--- src/rtl/access_initiator.sv ---
// access_initiator
// Turns register commands into a byte stream for an SPI link master.
// Each transaction is an address byte followed by data byte(s), with at
// most one byte in flight on the link at a time.
//   op 00 write : {1'b1, addr}, then cmd_wdata
//   op 01 read  : {1'b0, addr}, then dummy 8'h00; the reply lands on rsp_data
//   op 10 burst : 8'hFF, then NREGWR bytes fetched one at a time from bd_*
//   op 11, or an out-of-range address: rejected with done+err, no link traffic
//
// Ports
//   clk, rst (asynchronous, active low)
//   cmd_valid/cmd_ready/cmd_op/cmd_addr/cmd_wdata : command handshake
//   bd_req/bd_valid/bd_data                       : burst byte source
//   tx_valid/tx_ready/tx_data                     : byte toward the link
//   rx_valid/rx_data                              : exchange completion from the link
//   rsp_valid/rsp_data                            : read result
//   done/err                                      : end-of-command pulses
module access_initiator #(
  parameter int NREGWR = 41,
  parameter int NREGR  = 6,
  localparam int AW = $clog2(NREGWR + NREGR)
) (
  input  logic          clk,
  input  logic          rst,
  input  logic          cmd_valid,
  output logic          cmd_ready,
  input  logic [1:0]    cmd_op,
  input  logic [AW-1:0] cmd_addr,
  input  logic [7:0]    cmd_wdata,
  output logic          bd_req,
  input  logic          bd_valid,
  input  logic [7:0]    bd_data,
  output logic          tx_valid,
  input  logic          tx_ready,
  output logic [7:0]    tx_data,
  input  logic          rx_valid,
  input  logic [7:0]    rx_data,
  output logic          rsp_valid,
  output logic [7:0]    rsp_data,
  output logic          done,
  output logic          err
);

  localparam int CW  = $clog2(NREGWR + 1);
  localparam int AWP = AW + 1;

  // Limits are one bit wider than the address so a register count that is an
  // exact power of two still fits.
  localparam logic [AW:0]   WR_LIMIT  = AWP'(NREGWR);
  localparam logic [AW:0]   RD_LIMIT  = AWP'(NREGWR + NREGR);
  localparam logic [CW-1:0] BURST_LEN = CW'(NREGWR);

  typedef enum logic [2:0] {
    IDLE,
    SEND_A,
    WAIT_A,
    SEND_D,
    WAIT_D,
    FIN
  } state_t;

  typedef enum logic [1:0] {
    OP_WR    = 2'b00,
    OP_RD    = 2'b01,
    OP_BURST = 2'b10,
    OP_RSVD  = 2'b11
  } op_t;

  state_t        state;
  op_t           op_q;
  logic [7:0]    wdata_q;
  logic [CW-1:0] cnt;

  logic          cmd_bad;
  logic [7:0]    addr_byte;
  logic [AW:0]   addr_ext;

  assign addr_ext = {1'b0, cmd_addr};

  // Command decode: legality check and the address byte to put on the link.
  always_comb begin
    cmd_bad   = 1'b0;
    addr_byte = 8'h00;
    case (op_t'(cmd_op))
      OP_WR: begin
        cmd_bad   = (addr_ext >= WR_LIMIT);
        addr_byte = {1'b1, 7'(cmd_addr)};
      end
      OP_RD: begin
        cmd_bad   = (addr_ext >= RD_LIMIT);
        addr_byte = {1'b0, 7'(cmd_addr)};
      end
      OP_BURST: begin
        addr_byte = 8'hFF;
      end
      default: begin
        cmd_bad = 1'b1;
      end
    endcase
  end

  always_ff @(posedge clk or negedge rst) begin
    if (!rst) begin
      state     <= IDLE;
      op_q      <= OP_WR;
      wdata_q   <= 8'h00;
      cnt       <= '0;
      cmd_ready <= 1'b0;
      bd_req    <= 1'b0;
      tx_valid  <= 1'b0;
      tx_data   <= 8'h00;
      rsp_valid <= 1'b0;
      rsp_data  <= 8'h00;
      done      <= 1'b0;
      err       <= 1'b0;
    end else begin
      // Single-cycle pulses default low.
      bd_req    <= 1'b0;
      done      <= 1'b0;
      err       <= 1'b0;
      rsp_valid <= 1'b0;

      case (state)
        IDLE: begin
          cmd_ready <= 1'b1;
          if (cmd_valid && cmd_ready) begin
            cmd_ready <= 1'b0;
            op_q      <= op_t'(cmd_op);
            wdata_q   <= cmd_wdata;
            cnt       <= '0;
            // Rejected commands still pass through FIN so done/err appear
            // with cmd_ready low, exactly like a completed command.
            if (cmd_bad) begin
              done  <= 1'b1;
              err   <= 1'b1;
              state <= FIN;
            end else begin
              tx_data  <= addr_byte;
              tx_valid <= 1'b1;
              state    <= SEND_A;
            end
          end
        end

        SEND_A: begin
          if (tx_ready) begin
            tx_valid <= 1'b0;
            state    <= WAIT_A;
          end
        end

        WAIT_A: begin
          if (rx_valid) begin
            state <= SEND_D;
            if (op_q == OP_BURST) begin
              bd_req <= 1'b1;
            end else begin
              tx_data  <= (op_q == OP_WR) ? wdata_q : 8'h00;
              tx_valid <= 1'b1;
            end
          end
        end

        SEND_D: begin
          // tx_valid low here only in a burst, while waiting for the source.
          if (tx_valid) begin
            if (tx_ready) begin
              tx_valid <= 1'b0;
              state    <= WAIT_D;
              if (op_q == OP_BURST) begin
                cnt <= cnt + 1'b1;
              end
            end
          end else if (bd_valid) begin
            tx_data  <= bd_data;
            tx_valid <= 1'b1;
          end
        end

        WAIT_D: begin
          if (rx_valid) begin
            if (op_q == OP_BURST && cnt != BURST_LEN) begin
              bd_req <= 1'b1;
              state  <= SEND_D;
            end else begin
              done  <= 1'b1;
              state <= FIN;
              if (op_q == OP_RD) begin
                rsp_data  <= rx_data;
                rsp_valid <= 1'b1;
              end
            end
          end
        end

        FIN: begin
          cmd_ready <= 1'b1;
          state     <= IDLE;
        end

        default: begin
          state <= IDLE;
        end
      endcase
    end
  end

endmodule

--- config.mk ---
export PLATFORM = sky130hd
export DESIGN_NAME = access_initiator
export DESIGN_NICKNAME = d
export VERILOG_FILES = /design/src/rtl/access_initiator.sv
export SDC_FILE = /design/constraint.sdc
export NUM_CORES = 1
export LEC_CHECK = 0
export BUFFER_PORTS_ARGS = -buffer_cell sky130_fd_sc_hd__buf_4
export CAP_MARGIN = 20
export CORE_MARGIN = 2
export CORE_UTILIZATION = 52
export CTS_CLUSTER_SIZE = 20
export DETAILED_ROUTE_END_ITERATION = 10
export HOLD_SLACK_MARGIN = 0.06
export PLACE_DENSITY_LB_ADDON = 0.05
export SETUP_SLACK_MARGIN = 0.1
export SLEW_MARGIN = 20
export SYNTH_ARGS = -nofsm -noshare
export SYNTH_HDL_FRONTEND = slang
export SYNTH_SLANG_ARGS = --single-unit
--- constraint.sdc ---
create_clock -name clk -period 2.1 [get_ports clk]
set_input_delay 0.63 -clock clk [delete_from_list [all_inputs] [get_ports clk]]
set_output_delay 0.63 -clock clk [all_outputs]
set_load 0.05 [all_outputs]
==> results.ini <==
[floorplan]
num_io_pins = 60
dieArea_um2 = 4590
rows = 23
initial_core_util_pct = 53.60
coreArea_um2 = 3943
die_y_um = 67.75
die_w_um = 67.75

[clock_network]
cts_max_path_buffers = 2
root_buffer = clkbuf_8
cts-buffers-inserted = 5
hold_buffers = 0
clk_latency_ns = 0.29
h-tree-depth = 2
clock-sinks = 41
clk_pin_slew_worst_paths_ns = 0.08
cts_tree = built

[synth]
ys_types = 46
ys_warn_count = 0
synth_top_area_share_pct = 48.55
yosysTopAreaCell = dfrtp_1
syn_avg_cell_area_um2 = 10.62
synth_area_leaders = dfrtp_1, mux2_4, mux2_1
synth-edff-count = 0
synthesis.area_um2 = 2113
synth-seq-area-share_pct = 48.55
synth_most_common_cell = dfrtp_1
synth_common_cells = dfrtp_1, nand2_1, nor2_1
syn_inst = 199
synthArstFlopShare_pct = 100.0
syn_nets = 239
synth_seq_cells = 41
ys.flop_type = dfrtp_1

[sta]
layout_min_cycle_time_ns = 1.988
max_freq_mhz = 503.0
finalHoldViolCount = 0
fin_skew_ns = 0.004393
slew_viol_final = 0
rsz0062_at_grt = no
hold_ws_ns = 0.3007
worst_pin_slew_ns = 0.5054
maxSlewHeadroom_pct = 66.31
setup_viol = 0
period_share_pct = 94.67

[routing]
routed_via_density = 5.517
drt-total-wl_um = 4823
drt_iter0_markers = 112
ant_nets = 0
first_pass_iters = 4
dr_total_vias = 1804
drc = 0
wl_per_cell_um = 14.75

[global_routing]
gr-total-overflow = 0
grt_pass1_vias = 1686
grt_max_degree = 42
grt_pass1_wl_um = 8135
track_usage_pct = 24.00
antenna_found_initial = 0

[power_and_ir_drop]
pwr_density_cell_nw_per_um2 = 1466
p_comb_share_pct = 51.5
p_sw_w = 0.001754
p_clk_share_pct = 17.5
p_int_w = 0.002464
sw_frac_of_total_pct = 41.59
p_seq_share_pct = 31.0
p_leak_nw = 1.397
peakVddDrop_v = 0.0006978

[critical_path]
r2r-end = tx_data[6]
worstSetupPathType = in2reg
crit_cells = 6
critical_path_required_ns = 2.28
reg2reg_slack_ns = 0.26
start_kind = input pin
crit_family = compound AO/OA/AOI/OAI gates
cp.arrival_ns = 2.16
r2r_start = state[1]
crit_chain = buf_4 > or4_4 > o21ai_2 > o21bai_2 > a211o_4 > mux2_4
r2r_cells = 6
cp-startpoint = cmd_op[0]
cp_slowest_cell = or4_4
cp-end-kind = flip-flop
slowest_delay_ns = 0.52
path_buf_inv = 1
crit_path_end = tx_data[5]
cp_max_fo = 8

[place]
hpwl_um = 3682
io_buffers = 59
dpl_cell_area_um2 = 2734
place_congestion = 0.9355

[status]
run_status = completed

[final_layout]
post-route-util_pct = 72.96
fin_area_um2 = 2877
layout-drive-gt1-share_pct = 39.71
num_antenna_cells = 0
syn_to_final_growth_pct = 36.12
nets = 316

[flow_run]
cap_violations = 0

[min_path]
hold_path.class = in2async

==> cell usage in the layout, fill, tap and decap left out, types with 5 or more instances in the layout <==
cell type	count
a21oi_1	9
buf_4	80
clkbuf_8	5
dfrtp_1	41
inv_1	6
mux2_1	9
mux2_2	8
mux2_4	8
nand2_1	20
nand3_1	8
nor2_1	12
nor3_1	5
o211ai_1	9
o21ai_0	7
==> timing repair <==
item / 4_1_cts / 5_1_grt
setup buffers: 0 / 0
setup endpoints to repair: 8 / 7
hold endpoints to repair: 0 / 0
resized for setup: 1 / 1
==> flip-flops by register name (all words and copies together) (netlist names) <==
| register | flops |
|---|---|
| cmd_ready | 1 |
| rsp_data | 8 |
| state | 3 |
| wdata_q | 8 |
| tx_data | 8 |
| rsp_valid | 1 |
| cnt | 6 |
| err | 1 |
| done | 1 |
| tx_valid | 1 |
| op_q | 2 |
| bd_req | 1 |
==> worst min-delay path by stage <==
| stage | end | cells past startpoint |
|---|---|---|
| CTS | rsp_data[4] | 1 |
| floorplan | bd_req | 0 |
| global placement | wdata_q[7] | 1 |
| detailed placement | wdata_q[2] | 1 |
| finish | rsp_data[4] | 1 |
| global route | rsp_data[4] | 1 |
==> final cells by class <==
type	count	area, um2
Timing Repair Buffer	80	600.6
Clock buffer	5	68.82
Sequential cell	41	1026
Multi-Input combinational cell	141	1027
Clock inverter	3	65.06
Inverter	7	26.28
Fill cell	290	1066
Tap cell	50	62.56
==> metal layers <==
layer  wire [um]  global-route usage, %
met1        2160                  32.83
met2        2337                  38.11
met3         275                  6.000
met4          50                  6.122
met5           0                      0
==> metrics by stage <==
| stage | setup slack (ns) | power, W | TNS [ns] | instances |
|---|---|---|---|---|
| floorplan | -0.01338 | 0.002776 | -0.1071 | 199 |
| global placement | -0.2285 | 0.003427 | -1.825 | 319 |
| detailed placement | -0.2558 | 0.003476 | -1.984 | 319 |
| CTS | 0.1083 | 0.004229 | 0 | 327 |
| global route | 0.1021 | 0.004476 | 0 | 327 |
| finish | 0.1120 | 0.004218 | 0 | 327 |
==> cell families after synthesis <==
family / count (synthesis) / share of synthesized area (%)
and+or+nand+nor: 66 / 16.10
AOI/OAI and AO/OA: 43 / 13.85
DFF: 41 / 48.55
muxes: 26 / 15.22
buffers and inverters: 17 / 3.434
xor gates and xnor gates: 4 / 1.658
adders and majority gates: 2 / 1.184
==> power groups by stage <==
stage | combinational, W | clock [W] | sequential, W
2_1_floorplan | 0.000966 | 0 | 0.00181
3_3_place_gp | 0.00212 | 0 | 0.00130
3_5_place_dp | 0.00216 | 0 | 0.00132
4_1_cts | 0.00217 | 0.000757 | 0.00130
5_1_grt | 0.00234 | 0.000790 | 0.00134
6_report | 0.00217 | 0.000739 | 0.00131
Note: power is estimated with default switching activity, not from simulation.
